===== src/rtl/wptr_full_ctrl_if.sv =====
// Write-side bundle for the async FIFO write pointer block.
// Carries the user request, the synchronized read pointer, the address and the status flags.
interface wptr_full_ctrl_if #(
  parameter int unsigned ADDR_WIDTH = 4
);
  localparam int unsigned PW = ADDR_WIDTH + 1;

  logic                  winc;
  logic [PW-1:0]         wq2_rptr;
  logic                  wovf_clr;
  logic [ADDR_WIDTH-1:0] waddr;
  logic [PW-1:0]         wptr;
  logic                  wfull;
  logic                  walmost_full;
  logic [PW-1:0]         wlevel;
  logic                  wovf;

  modport master (
    output winc, wq2_rptr, wovf_clr,
    input  waddr, wptr, wfull, walmost_full, wlevel, wovf
  );

  modport slave (
    input  winc, wq2_rptr, wovf_clr,
    output waddr, wptr, wfull, walmost_full, wlevel, wovf
  );
endinterface


===== src/rtl/wptr_full_ctrl.sv =====
// Async FIFO write-side pointer: binary address, Gray pointer, and full / almost-full /
// level / sticky overflow status against the read pointer synchronized into this domain.
module wptr_full_ctrl #(
  parameter int unsigned ADDR_WIDTH   = 4,
  parameter int unsigned AFULL_THRESH = 12
) (
  input logic             clk,
  input logic             rst,
  wptr_full_ctrl_if.slave bus
);
  localparam int unsigned PW = ADDR_WIDTH + 1;

  logic [PW-1:0] wbin_q, wbin_d;
  logic [PW-1:0] wptr_q, wptr_d;
  logic [PW-1:0] wlevel_q, wlevel_d;
  logic          wfull_q, wfull_d;
  logic          wafull_q, wafull_d;
  logic          wovf_q, wovf_d;
  logic [PW-1:0] rbin_c;
  logic          wacc_c;
  logic          wovf_set_c;

  // Gray-to-binary of the synchronized read pointer: bit i is the XOR of bits above and at i.
  always_comb begin
    rbin_c = '0;
    for (int i = 0; i < int'(PW); i++) begin
      rbin_c[i] = ^(bus.wq2_rptr >> i);
    end
  end

  always_comb begin
    wacc_c     = bus.winc & ~wfull_q;
    wovf_set_c = bus.winc & wfull_q;
    wbin_d     = wbin_q + PW'(wacc_c);
    wptr_d     = (wbin_d >> 1) ^ wbin_d;
    wlevel_d   = wbin_d - rbin_c;
    // Full when the next write pointer has lapped the read pointer by exactly one depth.
    wfull_d    = (wptr_d == {~bus.wq2_rptr[PW-1 -: 2], bus.wq2_rptr[PW-3:0]});
    wafull_d   = (wlevel_d >= PW'(AFULL_THRESH));
    wovf_d     = bus.wovf_clr ? wovf_set_c : (wovf_q | wovf_set_c);
  end

  always_ff @(posedge clk or posedge rst) begin
    if (rst) begin
      wbin_q   <= '0;
      wptr_q   <= '0;
      wlevel_q <= '0;
      wfull_q  <= 1'b0;
      wafull_q <= 1'b0;
      wovf_q   <= 1'b0;
    end else begin
      wbin_q   <= wbin_d;
      wptr_q   <= wptr_d;
      wlevel_q <= wlevel_d;
      wfull_q  <= wfull_d;
      wafull_q <= wafull_d;
      wovf_q   <= wovf_d;
    end
  end

  assign bus.waddr        = wbin_q[ADDR_WIDTH-1:0];
  assign bus.wptr         = wptr_q;
  assign bus.wlevel       = wlevel_q;
  assign bus.wfull        = wfull_q;
  assign bus.walmost_full = wafull_q;
  assign bus.wovf         = wovf_q;
endmodule


===== src/flat_wrapper.sv =====
// flat-port wrapper written by rule: the top's interface ports become plain ports
module wptr_full_ctrl_flat 
#(
  parameter int unsigned ADDR_WIDTH   = 4,
  parameter int unsigned AFULL_THRESH = 12
)
  (clk, rst, bus_winc, bus_wq2_rptr, bus_wovf_clr, bus_waddr, bus_wptr, bus_wfull, bus_walmost_full, bus_wlevel, bus_wovf);
  wptr_full_ctrl_if #(.ADDR_WIDTH(ADDR_WIDTH)) bus_i ();
  input logic clk;
  input logic rst;
  input wire logic [$bits(bus_i.winc)-1:0] bus_winc;
  input wire logic [$bits(bus_i.wq2_rptr)-1:0] bus_wq2_rptr;
  input wire logic [$bits(bus_i.wovf_clr)-1:0] bus_wovf_clr;
  output wire logic [$bits(bus_i.waddr)-1:0] bus_waddr;
  output wire logic [$bits(bus_i.wptr)-1:0] bus_wptr;
  output wire logic [$bits(bus_i.wfull)-1:0] bus_wfull;
  output wire logic [$bits(bus_i.walmost_full)-1:0] bus_walmost_full;
  output wire logic [$bits(bus_i.wlevel)-1:0] bus_wlevel;
  output wire logic [$bits(bus_i.wovf)-1:0] bus_wovf;
  assign bus_i.winc = bus_winc;
  assign bus_i.wq2_rptr = bus_wq2_rptr;
  assign bus_i.wovf_clr = bus_wovf_clr;
  assign bus_waddr = bus_i.waddr;
  assign bus_wptr = bus_i.wptr;
  assign bus_wfull = bus_i.wfull;
  assign bus_walmost_full = bus_i.walmost_full;
  assign bus_wlevel = bus_i.wlevel;
  assign bus_wovf = bus_i.wovf;
  wptr_full_ctrl #(.ADDR_WIDTH(ADDR_WIDTH), .AFULL_THRESH(AFULL_THRESH)) u_core (.clk(clk), .rst(rst), .bus(bus_i));
endmodule

===== config.mk =====
export PLATFORM = sky130hd
export DESIGN_NAME = wptr_full_ctrl_flat
export DESIGN_NICKNAME = d
export VERILOG_FILES = /design/src/rtl/wptr_full_ctrl_if.sv /design/src/rtl/wptr_full_ctrl.sv /design/src/flat_wrapper.sv
export SDC_FILE = /design/constraint.sdc
export NUM_CORES = 1
export LEC_CHECK = 0
export CAP_MARGIN = 20
export CORE_MARGIN = 5
export CORE_UTILIZATION = 42
export CTS_CLUSTER_DIAMETER = 120
export DETAILED_ROUTE_END_ITERATION = 16
export GPL_ROUTABILITY_DRIVEN = 0
export PLACE_DENSITY = 0.73
export REMOVE_ABC_BUFFERS = 1
export SLEW_MARGIN = 20
export SYNTH_ARGS = -nofsm -noshare
export SYNTH_HDL_FRONTEND = slang
export SYNTH_SLANG_ARGS = --single-unit

===== constraint.sdc =====
create_clock -name clk -period 2.7 [get_ports clk]
set_input_delay 0.54 -clock clk [delete_from_list [all_inputs] [get_ports clk]]
set_output_delay 0.54 -clock clk [all_outputs]
set_load 0.02 [all_outputs]

==> flow_summary_export.csv, run 1 <==
group,metric,value,unit
power,power.total,2.448,mW
clocking,ctsHoldBuffers,0,
logic_synthesis,synth_area_leaders,"dfrtp_1 43%, xor2_1 8.0%, ha_1 7.6%",
routing,via_count,774,
global_route,overflow,0,
worst_setup_path,path_cells,"dlygate4sd2_1 -> xnor2_2 -> xnor2_4 -> xnor2_2 -> ha_2 -> inv_1 -> ha_2 -> and2_4 -> a31oi_4 -> mux2i_1 -> or4_1",
worst_setup_path,endpoint_kind,"register",
timing,final.period_utilization,97.47,%
logic_synthesis,avgSynthCellArea,11.88,um^2
logic_synthesis,synth_enable_flop_cells,0,
cells_and_area,syn2layout_area_growth,60.02,%
timing,fmax,0.3800,GHz
timing,hold_viol,0,
status,status,"completed",
routing,via_per_inst,4.748,
timing,post-route-min-period,2.632,ns
logic_synthesis,yosysWarnings,0,
cells_and_area,regArea,425.4,um^2
logic_synthesis,synth-main-ff-cell,"dfrtp_1",
power,max-vdd-ir-drop,0.9940,mV
placed_design,placed_cell_area,0.001428,mm^2
placed_design,place_ws,-0.4885,ns
logic_synthesis,synth.ff_latch_count,17,
worst_setup_path,cp.arrival,2.81,ns
clocking,clkTransAtPathRegs,0.10,ns
floorplan,die-area,0.003416,mm^2
cells_and_area,antenna_cells,0,
floorplan,io_pins,26,
global_route,grt_max_degree,18,
cells_and_area,nFillCells,167,
timing,setup_ws,0.06824,ns
worst_setup_path,slowest_delay,0.53,ns
global_route,antenna_found_initial,0,
worst_setup_path,crit_path_start_kind,"primary input",
floorplan,start_util,44.15,%
floorplan,die_height,58.45,um
timing,tightest_slew,0.6382,ns
floorplan,dieWidth,58.45,um
logic_synthesis,ys_types,28,
power,p_leak,0.7036,nW
worst_setup_path,cp_slowest_cell,"or4_1",
cells_and_area,multi_input_area,621.8,um^2
routing,routedWlPerCell,14.06,um
worst_setup_path,path_max_fanout,3,
global_route,grtUsageTotal,14.98,%
run,max-cap-violations,0,
routing,drtAntennaViolNets,0,
clocking,cts.htree.levels,1,
clocking,tritoncts,"yes",
timing,clock_skew,0.005665,ns
clocking,root_buffer,"clkbuf_4",
routing,dr.pass1.iters,4,
clocking,cts_buffer_depth,2,
worst_setup_path,critical_path_class,"primary input to register",
clocking,cts.sink_count,17,
logic_synthesis,syn_inst,83,
placed_design,io_buffers,25,
routing,routed_wl,2.292,mm
floorplan,fp-row-count,17,
logic_synthesis,yosysMostFrequentCell,"dfrtp_1",
cells_and_area,drive_gt1_share,34.81,%
logic_synthesis,synthArstFlopShare,100.0,%
cells_and_area,nets,151,
cells_and_area,finalInstanceArea,0.001578,mm^2
logic_synthesis,synth_top_area_share,43.15,%
worst_hold_path,worstHoldPathType,"register to register",
worst_setup_path,cp.required,2.87,ns
global_route,grt_pass1_vias,860,
logic_synthesis,synth.cell_area,985.9,um^2
floorplan,core,0.002233,mm^2
timing,finalMaxSlewViolations,0,
global_route,grt_pass1_wl,3.753,mm
timing,finalSetupViolations,0,
clocking,clk_latency,0.30,ns
logic_synthesis,ys_seq_area_share,43.15,%
routing,drcViolationCount,0,
timing,slew_headroom,57.41,%
logic_synthesis,synth_common_cells,"17 x dfrtp_1, 9 x xor2_1, 8 x xnor2_1, 7 x inv_1",
routing,first_iter_violations,18,
power,p_per_area,1551,mW/mm^2
clocking,cts_buffers,3,
placed_design,dp_hpwl,1.728,mm
logic_synthesis,synth_top_cell_by_area,"dfrtp_1",
area by class of cell:
type                    count  share of cell area [%]
clock buffers               4                   1.665
inverters                   7                   1.665
multi-input cells          57                   39.41
flip-flops and latches     17                   26.96
well taps                  28                   2.220
repair buffers             50                   28.07
stage by stage:
| stage | hold WS, ns | utilization [%] | setup TNS [ns] | std cells |
|---|---|---|---|---|
| floorplan | 0.4661 | - | -0.1367 | 81 |
| global placement | 0.5103 | 63.92 | -0.6175 | 156 |
| detailed placement | 0.5215 | 63.92 | -0.7507 | 156 |
| CTS | 0.5594 | 69.13 | 0 | 161 |
| global route | 0.5862 | 70.64 | -0.008427 | 163 |
| finish | 0.5568 | 70.64 | 0 | 163 |
cell usage in the layout (no fill, tap or decap), drive strengths merged, types with 2 or more instances in the layout:
master         count
buf               25
nand2              2
nor3               6
nor2               2
o21ai              2
maj3               2
inv                7
xor2              10
dlygate4sd2        5
clkbuf             4
clkdlybuf4s50     20
nand3              2
nand2b             2
xnor2             11
dfrtp             17
a21oi              2
ha                 6
final timing paths:
check                                  from                      end  slack (ns)  cells past startpoint
setup reg to reg           u_core.bus.wfull  u_core.bus.walmost_full        0.21                     10
min in group asynchronous               rst     u_core.bus.wlevel[1]        0.62                      2
hold / removal             u_core.bus.wfull          u_core.bus.wovf        0.56                      2
setup / recovery            bus_wq2_rptr[2]  u_core.bus.walmost_full        0.07                     11
hold reg to reg            u_core.bus.wfull          u_core.bus.wovf        0.56                      2
max in group asynchronous               rst     u_core.bus.wlevel[3]        1.67                      2
per-layer routing:
layer / part of all wire [%] / global-route usage (%) / wire [um] / vias up
met5: 0 / 0 / 0 / -
met4: 1.6 / 9.272 / 36 / 0
met3: 4.1 / 1.974 / 93 / 3
met2: 54 / 26.48 / 1249 / 16
met1: 40 / 16.90 / 912 / 377
li1: - / - / - / 378
power by group:
part           internal, mW  switching (mW)  total [mW]  leakage (nW)
combinational         0.999           0.838        1.84         0.486
sequential            0.397          0.0760       0.473         0.203
clock                0.0576          0.0800       0.138        0.0150
logic make-up after synthesis:
logic type | Yosys count | synth area share [%]
AOI/OAI and AO/OA | 8 | 6.853
and+or+nand+nor | 18 | 9.520
xor gates and xnor gates | 22 | 26.27
muxes | 1 | 1.015
buffers and inverters | 9 | 3.553
DFF | 17 | 43.15
adders and majority gates | 8 | 9.645
flip-flops by register name, summed over array words and instances, names as in the netlist:
signal and count:
u_core.bus.wlevel 5, u_core.wbin_q 5, u_core.bus.wptr 4, u_core.bus.walmost_full 1
u_core.bus.wfull 1, u_core.bus.wovf 1
critical path, delay by kind of cell:
family / cells / cell delay (ns)
AND/OR/NAND/NOR: 2 / 0.69
AO/OA/AOI/OAI: 1 / 0.17
multiplexers: 1 / 0.10
adder cells (fa/ha/maj): 2 / 0.39
buffers and inverters: 2 / 0.33
XOR/XNOR: 3 / 0.59
repair_timing:
item / CTS / global route
gates resized for setup: 20 / 3
setup buffers: 1 / 2
setup endpoints to repair: 1 / 1
pin swaps: 10 / 3
(Power assumes the default switching activity.)
==> run 2, diff against run 1 <==
--- a/config.mk
+++ b/config.mk
@@ -5,7 +5,7 @@
 export SDC_FILE = /design/constraint.sdc
 export NUM_CORES = 1
 export LEC_CHECK = 0
-export CAP_MARGIN = 20
+export CAP_MARGIN = 30
 export CORE_MARGIN = 5
 export CORE_UTILIZATION = 42
 export CTS_CLUSTER_DIAMETER = 120
==> results of run 2 <==
The final DEF is identical to that of run 1; final timing and power are the same.
==> run 3, diff against run 2 <==
--- a/config.mk
+++ b/config.mk
@@ -5,13 +5,15 @@
 export SDC_FILE = /design/constraint.sdc
 export NUM_CORES = 1
 export LEC_CHECK = 0
+export ABC_AREA = 1
+export ABC_CLOCK_PERIOD_IN_PS = 2700
 export CAP_MARGIN = 30
 export CORE_MARGIN = 5
-export CORE_UTILIZATION = 42
+export CORE_UTILIZATION = 43
 export CTS_CLUSTER_DIAMETER = 120
 export DETAILED_ROUTE_END_ITERATION = 16
 export GPL_ROUTABILITY_DRIVEN = 0
-export PLACE_DENSITY = 0.73
+export PLACE_DENSITY = 0.75
 export REMOVE_ABC_BUFFERS = 1
 export SLEW_MARGIN = 20
 export SYNTH_ARGS = -nofsm -noshare
==> run 3 against run 2 <==
Compared with the run above: clock skew shrank 0.0029 ns; largest power group unchanged; largest cell class unchanged; core utilization shrank 8.7 points; synthesized cell count grew 37%.
==> flow_summary_export.csv, run 3 <==
group,metric,value,unit
status,status,"completed",
worst_setup_path,crit_path_start_kind,"primary input",
routing,routedWlPerCell,10.29,um
worst_setup_path,cp.arrival,2.64,ns
power,power.total,1.896,mW
timing,rsz0062_at_grt,"no",
floorplan,start_util,45.14,%
worst_setup_path,critical_path_class,"primary input to register",
logic_synthesis,synth_top_cell_by_area,"dfrtp_1",
timing,post-route-min-period,2.460,ns
logic_synthesis,avgSynthCellArea,8.758,um^2
global_route,grt_pass1_wl,3.387,mm
power,p_leak,0.7144,nW
cells_and_area,drive_gt1_share,15.89,%
cells_and_area,final_cell_mix,"33 x nand2_1, 25 x clkdlybuf4s50_1, 19 x inv_1, 17 x dfrtp_1, 10 x xor2_1",
clocking,cts_resized,0,
routing,routed_wl,1.842,mm
timing,hold_viol,0,
logic_synthesis,synth_enable_flop_cells,0,
global_route,antenna_found_initial,0,
logic_synthesis,synth-adder-area-share,7.519,%
worst_setup_path,endpoint,"u_core.bus.walmost_full",
routing,drtAntennaViolNets,0,
clocking,cts.htree.levels,1,
routing,via_per_inst,4.374,
clocking,cts.sink_count,17,
logic_synthesis,synth_area_leaders,"dfrtp_1 43%, nand2_1 12%, xor2_1 8.8%",
logic_synthesis,yosysMostFrequentCell,"nand2_1",
worst_setup_path,rr_worst_depth,15,
logic_synthesis,synthArstFlopShare,100.0,%
logic_synthesis,synth.cell_area,998.5,um^2
global_route,overflow,0,
cells_and_area,syn2layout_area_growth,37.34,%
cells_and_area,nFillCells,189,
worst_setup_path,cp_slowest_cell,"clkdlybuf4s50_1",
global_route,grt_pass1_vias,821,
worst_setup_path,cpMostUsedCell,"nand2_1",
cells_and_area,multi_input_area,486.7,um^2
floorplan,io_pins,26,
logic_synthesis,synth-simple-area-share,23.68,%
timing,fmax,0.4065,GHz
timing,tightest_slew,0.6078,ns
cells_and_area,antenna_cells,0,
logic_synthesis,ys_types,20,
logic_synthesis,synth_top_family_by_area,"simple AND/OR/NAND/NOR gates",
worst_hold_path,worstHoldPathType,"register to register",
timing,final.period_utilization,91.11,%
logic_synthesis,synth_common_cells,"33 x nand2_1, 19 x inv_1, 17 x dfrtp_1, 10 x xor2_1, 8 x nand3_1",
timing,slew_headroom,59.44,%
global_route,grtUsageTotal,12.85,%
timing,clock_skew,0.002777,ns
run,max-cap-violations,0,
worst_setup_path,path_max_fanout,4,
timing,finalMaxSlewViolations,0,
logic_synthesis,synthMuxAreaShare,0,%
worst_setup_path,endpoint_kind,"register",
logic_synthesis,yosysWarnings,0,
worst_setup_path,critPathLaunch,"bus_wq2_rptr[4]",
worst_setup_path,r2r_setup_slack,0.64,ns
logic_synthesis,syn_inst,114,
routing,drcViolationCount,0,
clocking,cts_buffer_depth,2,
clocking,clk_latency,0.28,ns
worst_setup_path,slowest_delay,0.51,ns
routing,dr.pass1.iters,4,
logic_synthesis,synth_top_area_share,42.61,%
floorplan,core,0.002212,mm^2
clocking,cts_setup_buffers,0,
logic_synthesis,synth_compound_area_share,1.003,%
clocking,tritoncts,"yes",
cells_and_area,nets,167,
worst_setup_path,path_cells,"clkdlybuf4s50_1 -> inv_1 -> nand2_1 -> nand2_1 -> xor2_1 -> xor2_1 -> inv_1 -> ha_1 -> inv_1 -> ha_1 -> clkinv_1 -> nand2_1 -> nand3_1 -> nand2_1 -> nand2_1 -> nand2_1 -> nand2_1",
routing,via_count,783,
floorplan,die_height,58.19,um
cells_and_area,regArea,425.4,um^2
logic_synthesis,synthXorXnorAreaFrac,16.54,%
cells_and_area,mostFrequentLayoutCell,"nand2_1",
placed_design,dp_hpwl,1.567,mm
timing,finalSetupViolations,0,
worst_setup_path,cp.required,2.88,ns
clocking,ctsHoldBuffers,0,
logic_synthesis,ys_seq_area_share,42.61,%
floorplan,dieWidth,58.19,um
clocking,root_buffer,"clkbuf_4",
floorplan,die-area,0.003385,mm^2
placed_design,io_buffers,25,
global_route,grt_max_degree,18,
logic_synthesis,synth-main-ff-cell,"dfrtp_1",
clocking,clkTransAtPathRegs,0.09,ns
logic_synthesis,synth.ff_latch_count,17,
power,max-vdd-ir-drop,0.5933,mV
worst_setup_path,reg2reg_from,"u_core.bus.wfull",
power,p_per_area,1383,mW/mm^2
floorplan,fp-row-count,17,
timing,hold_ws,0.5481,ns
clocking,cts_buffers,3,
routing,first_iter_violations,16,
cells_and_area,finalNonFillerCells,179,
placed_design,placed_cells,175,
worst_setup_path,regToRegEndpoint,"u_core.bus.walmost_full",
==> run 3: layout make-up <==
type	count	share of cell area, %
clock buffer	3	1.642
multi-input combinational	74	35.49
sequential	17	31.02
tap	28	2.555
inverter	23	6.296
clock inverter	1	0.3650
timing repair buffer	33	22.63
==> run 3: how the worst min path moves through the flow <==
stage	startpoint	to	slack, ns	cells past startpoint
final	u_core.bus.wovf	u_core.bus.wovf	0.55	2
after global routing	u_core.bus.wovf	u_core.bus.wovf	0.58	2
after CTS	u_core.bus.wfull	u_core.bus.wovf	0.56	2
after detailed placement	u_core.bus.wfull	u_core.bus.wovf	0.54	2
after global placement	u_core.bus.wovf	u_core.bus.wovf	0.52	2
after floorplan	rst	u_core.bus.walmost_full	0.47	1
==> run 3: cell families (layout without fill, tap and decap cells) <==
family / after synthesis / in the layout
DFF: 17 / 17
adders and majority gates: 6 / 6
buffers and inverters: 23 / 60
AOI/OAI and AO/OA: 2 / 2
and+or+nand+nor: 51 / 51
xor gates and xnor gates: 15 / 15
==> run 3: worst max-delay path: cells and delay by family <==
family	cells	cell delay, ns
adders and majority gates	2	0.33
xor gates and xnor gates	2	0.44
and+or+nand+nor	8	0.55
buffers and inverters	5	0.78
==> run 3: layer usage <==
metal  vias to the layer above  global-route usage (%)  part of all wire (%)
met1                       346                   13.85                    42
met3                         2                   2.673                   5.7
met2                        21                   24.19                    51
li1                        414                       -                     -
met4                         0                   4.967                   1.0
met5                         -                       0                     0
==> run 3: per-stage QoR <==
stage	TNS [ns]	cell area, um^2	util, %	setup slack [ns]
2_1_floorplan	0	998.5	-	0.5457
3_3_place_gp	0	1344	60.75	0.02080
3_5_place_dp	-0.1619	1344	60.75	-0.08904
4_1_cts	0	1371	61.99	0.2110
5_1_grt	0	1371	61.99	0.01905
6_report	0	1371	61.99	0.2401
==> run 3: power breakdown <==
part / total [mW] / leakage (nW) / internal, mW / switching, mW
sequential: 0.466 / 0.201 / 0.393 / 0.0734
clock: 0.129 / 0.0177 / 0.0549 / 0.0744
combinational: 1.30 / 0.495 / 0.587 / 0.714
total: 1.90 / 0.714 / 1.03 / 0.862
==> variant 1, RTL diff (config.mk and constraints of run 3) <==
Reset style: synchronous (`rst`), changed in one clocked block. Comments in the files are not updated.
--- a/src/rtl/wptr_full_ctrl.sv
+++ b/src/rtl/wptr_full_ctrl.sv
@@ -41,5 +41,5 @@
   end
 
-  always_ff @(posedge clk or posedge rst) begin
+  always_ff @(posedge clk) begin
     if (rst) begin
       wbin_q   <= '0;
Behaviour: differs if rst is asserted again (counterexample within 4 cycles, from zero or initial values and one cycle with rst high); with rst held inactive, the same outputs for 10 cycles.
==> variant 1 against run 3 <==
Cell count increased by 9.5%; global-route usage rose by 0.96 points; wire length grew 12%; sequential cell count unchanged; setup slack better by 0.011 ns; area after synthesis down 5.6%; critical path depth did not move; design area is 5.6% lower; critical path type unchanged.
Power is not compared: it rests on default switching activity, and its combinational part moved more than twofold at a synthesized area within 25%.
==> variant 1: results <==
run_status:
  result_of_the_run: "finished, final reports clean"
synthesis:
  multiplexer_share_of_the_synthesized_area: 0
  share_of_the_synthesized_area_in_compound_gates_ao_oa_aoi_oai: 0.0159
  share_of_the_yosys_chip_area_belonging_to_registers: 0.361
  synth_xor_xnor_area_share: 0.110
  async_reset_ff_frac: 0
  synth_commonest_cells: "nand2_1 (39), inv_1 (21), dfxtp_1 (17), nor2_1 (14), nand3_1 (9)"
  ys_types: 19
  yosys.area_share.adder: 0.0797
  post_synth_main_area_contributors: "dfxtp_1 (36%), nand2_1 (16%), inv_1 (8.4%)"
  synth_area_per_cell_sq_um: 7.03
  ys_warn_count: 0
critical_path:
  cpPeakStageDelay_ns: 0.53
  timing.critical_path.arrival_ns: 2.64
  reg2reg_depth: 14
  r2r_end: "u_core.bus.wlevel[3]"
  reg2reg_slack_ns: 0.68
  critical_path.top_delay_family: "buffers and inverters"
  setup.worst_path.end: "u_core.bus.walmost_full"
  slowest_stage: "clkdlybuf4s50_1"
  worst_r2r_startpoint: "u_core.bus.wfull"
  timing.critical_path.from: "bus_wq2_rptr[3]"
  critical_path.max_fanout: 4
global_route:
  antenna_found_initial: 0
  number_of_global_route_vias_before_repair: 882
  grt_pass1_wl_mm: 3.57
  grt_start_max_net_pins: 17
  grtUsageTotal: 0.138
detailed_routing:
  routed_via_density: 4.71
  finalWirelength_mm: 2.06
  first_pass_iteration_count_of_the_detailed_router: 4
  initialDrtViolationCount: 18
clocking:
  cts_resized: 0
  cts_setup_buffers: 0
  clk_transition_reported_paths_ns: 0.09
  clk-insertion-delay-late_ns: 0.28
  htreeDepth: 1
  cts-buffers-inserted: 3
  clock_tree.root_cell: "clkbuf_4"
  clock_path_buffers: 2
worst_hold_path:
  hp-start: "u_core.bus.wovf"
  hold_crit_class: "reg -> reg"
  worstHoldEndpoint: "u_core.bus.wovf"
  hold_path_depth: 2
final_layout:
  n_antenna_cell: 0
  final_layout_size_suffix_gt1_frac: 0.107
  fin_nets: 184
  finish.cell_count_without_fillers: 196
sta:
  timing_worst_slew_pin_value_ns: 0.586
  fin_worst_hold_slack_ns: 0.472
  finClkSkew_ns: 0.00237
power:
  peakVddDrop_mv: 0.272
  power.leakage_nw: 0.656
placed_design:
  placed_cells: 192
  io_buffers: 25
  detailed_place_hpwl_mm: 1.69
-- variant 1: cell types whose count changed in the layout (fill, tap and decap cells not counted), moves of 2 or more --
cell	delta
buf_4	-2
nand2_2	+2
inv_1	+2
xor2_1	-2
nor2_1	+11
nand3b_1	+2
nand2_1	+6
dfxtp_1	+17
a21oi_1	+2
dfrtp_1	-17
-- variant 1: layout make-up --
type / count / area [sq um]
Fill cell: 195 / 853
Tap cell: 28 / 35.0
Inverter: 23 / 86.3
Sequential cell: 17 / 340
Multi-Input combinational cell: 93 / 512
Timing Repair Buffer: 31 / 295
Clock buffer: 4 / 26.3
-- variant 1: metrics by stage --
stage / instance area, sq um / setup slack [ns]
2_1_floorplan: 938 / 0.555
3_3_place_gp: 1270 / 0.0184
3_5_place_dp: 1270 / -0.0534
4_1_cts: 1290 / 0.248
5_1_grt: 1290 / 0.0543
6_report: 1290 / 0.251
-- variant 1: per-layer routing --
metal / GRT usage / share of wire / vias up
li1: - / - / 469
met3: 0.0322 / 0.060 / 6
met5: 0 / 0 / -
met4: 0.0596 / 0.023 / 0
met2: 0.264 / 0.50 / 28
met1: 0.140 / 0.41 / 420
-- variant 1: report_power, final --
part / total (mW) / switching (mW) / leakage, nW / internal [mW]
Combinational: 0.256 / 0.138 / 0.502 / 0.118
Sequential: 0.287 / 0.00859 / 0.140 / 0.279
Clock: 0.133 / 0.0756 / 0.0150 / 0.0573
Total: 0.676 / 0.222 / 0.656 / 0.454
-- variant 1: kinds of logic after synthesis --
group           Yosys count
fa+ha+maj                 6
flops                    17
compound gates            3
simple gates             73
xor+xnor                 11
buf+inv                  24
-- variant 1: tightest hold or removal path: cells and delay by family (launching register included) --
kind             cells  cell delay (ns)
flip-flops           1             0.32
AND/OR/NAND/NOR      1             0.06
AO/OA/AOI/OAI        1             0.05
==> variant 2, RTL diff (settings of run 3) <==
Without the edit above. `ADDR_WIDTH` is set to 4 in 3 places; all go to 5.
--- a/src/rtl/wptr_full_ctrl_if.sv
+++ b/src/rtl/wptr_full_ctrl_if.sv
@@ -2,5 +2,5 @@
 // Carries the user request, the synchronized read pointer, the address and the status flags.
 interface wptr_full_ctrl_if #(
-  parameter int unsigned ADDR_WIDTH = 4
+  parameter int unsigned ADDR_WIDTH = 5
 );
   localparam int unsigned PW = ADDR_WIDTH + 1;
--- a/src/rtl/wptr_full_ctrl.sv
+++ b/src/rtl/wptr_full_ctrl.sv
@@ -2,5 +2,5 @@
 // level / sticky overflow status against the read pointer synchronized into this domain.
 module wptr_full_ctrl #(
-  parameter int unsigned ADDR_WIDTH   = 4,
+  parameter int unsigned ADDR_WIDTH   = 5,
   parameter int unsigned AFULL_THRESH = 12
 ) (
--- a/src/flat_wrapper.sv
+++ b/src/flat_wrapper.sv
@@ -2,5 +2,5 @@
 module wptr_full_ctrl_flat 
 #(
-  parameter int unsigned ADDR_WIDTH   = 4,
+  parameter int unsigned ADDR_WIDTH   = 5,
   parameter int unsigned AFULL_THRESH = 12
 )
Interface: changed (resized bus_waddr, bus_wlevel, bus_wptr and bus_wq2_rptr); port bits go from 26 to 30. No check against the original RTL was run, so the function may have changed too.
==> variant 2 against run 3 <==
Non-clock buffer count up 17; design area rose by 30%; sequential cell count increased by 3; via count increased by 50%; setup slack worse by 0.079 ns; area after synthesis up 25%; wire length up 51%; power is 9.5% higher; count of clock-buffer cells in the layout stayed put; largest power group unchanged.
==> variant 2: results <==
synthesis:
  share_of_the_synthesized_area_in_compound_gates_ao_oa_aoi_oai: 0.0230
  share_of_the_yosys_chip_area_belonging_to_registers: 0.401
  post_synth_main_area_contributors: "dfrtp_1 (40%), nand2_1 (16%), nand3_1 (7.6%)"
  synth_commonest_cells: "nand2_1 (52), inv_1 (24), dfrtp_1 (20), nand3_1 (19), nand2_2 (11)"
  yosys.area_share.adder: 0.0762
critical_path:
  critical_path.top_delay_family: "XOR/XNOR gates"
  reg2reg_slack_ns: 0.58
  reg2reg_depth: 14
global_route:
  number_of_global_route_vias_before_repair: 1082
  grt_pass1_wl_mm: 4.62
  grtUsageMet2: 0.249
  use_met3: 0.0263
power:
  power.combinational.total_mw: 1.40
  peakVddDrop_mv: 0.801
  power.sequential.fraction: 0.257
final_layout:
  register_area_sq_um: 500
  multi_input_comb_area_sq_um: 673
  clkCellAreaFrac: 0.0126
  final_layout_size_suffix_gt1_frac: 0.234
  fin_nets: 233
clocking:
  clk_transition_reported_paths_ns: 0.11
detailed_routing:
  finalWirelength_mm: 2.78
  route.met2.wl_mm: 1.43
  routed_via_density: 4.80
placed_design:
  detailed_place_hpwl_mm: 2.26
run_status:
  result_of_the_run: "finished, final reports clean"
-- variant 2: cell count changes after synthesis, sizes merged, moves of 2 or more --
| cell | run 3 | this run |
|---|---|---|
| a21oi | 1 | 3 |
| nand4 | 0 | 3 |
| nand3 | 10 | 21 |
| nand2 | 36 | 64 |
| dfrtp | 17 | 20 |
| inv | 22 | 26 |
| xor2 | 11 | 3 |
-- variant 2: per-stage QoR --
| step | power [mW] | instances | setup WS, ns | hold slack, ns | area, sq um |
|---|---|---|---|---|---|
| global route | 2.28 | 245 | 0.00392 | 0.618 | 1790 |
| floorplan | 1.38 | 161 | 0.427 | 0.504 | 1240 |
| global placement | 1.90 | 241 | -0.121 | 0.496 | 1720 |
| detailed placement | 1.93 | 241 | -0.210 | 0.525 | 1720 |
| finish | 2.08 | 245 | 0.161 | 0.540 | 1790 |
| CTS | 2.08 | 244 | 0.114 | 0.551 | 1740 |
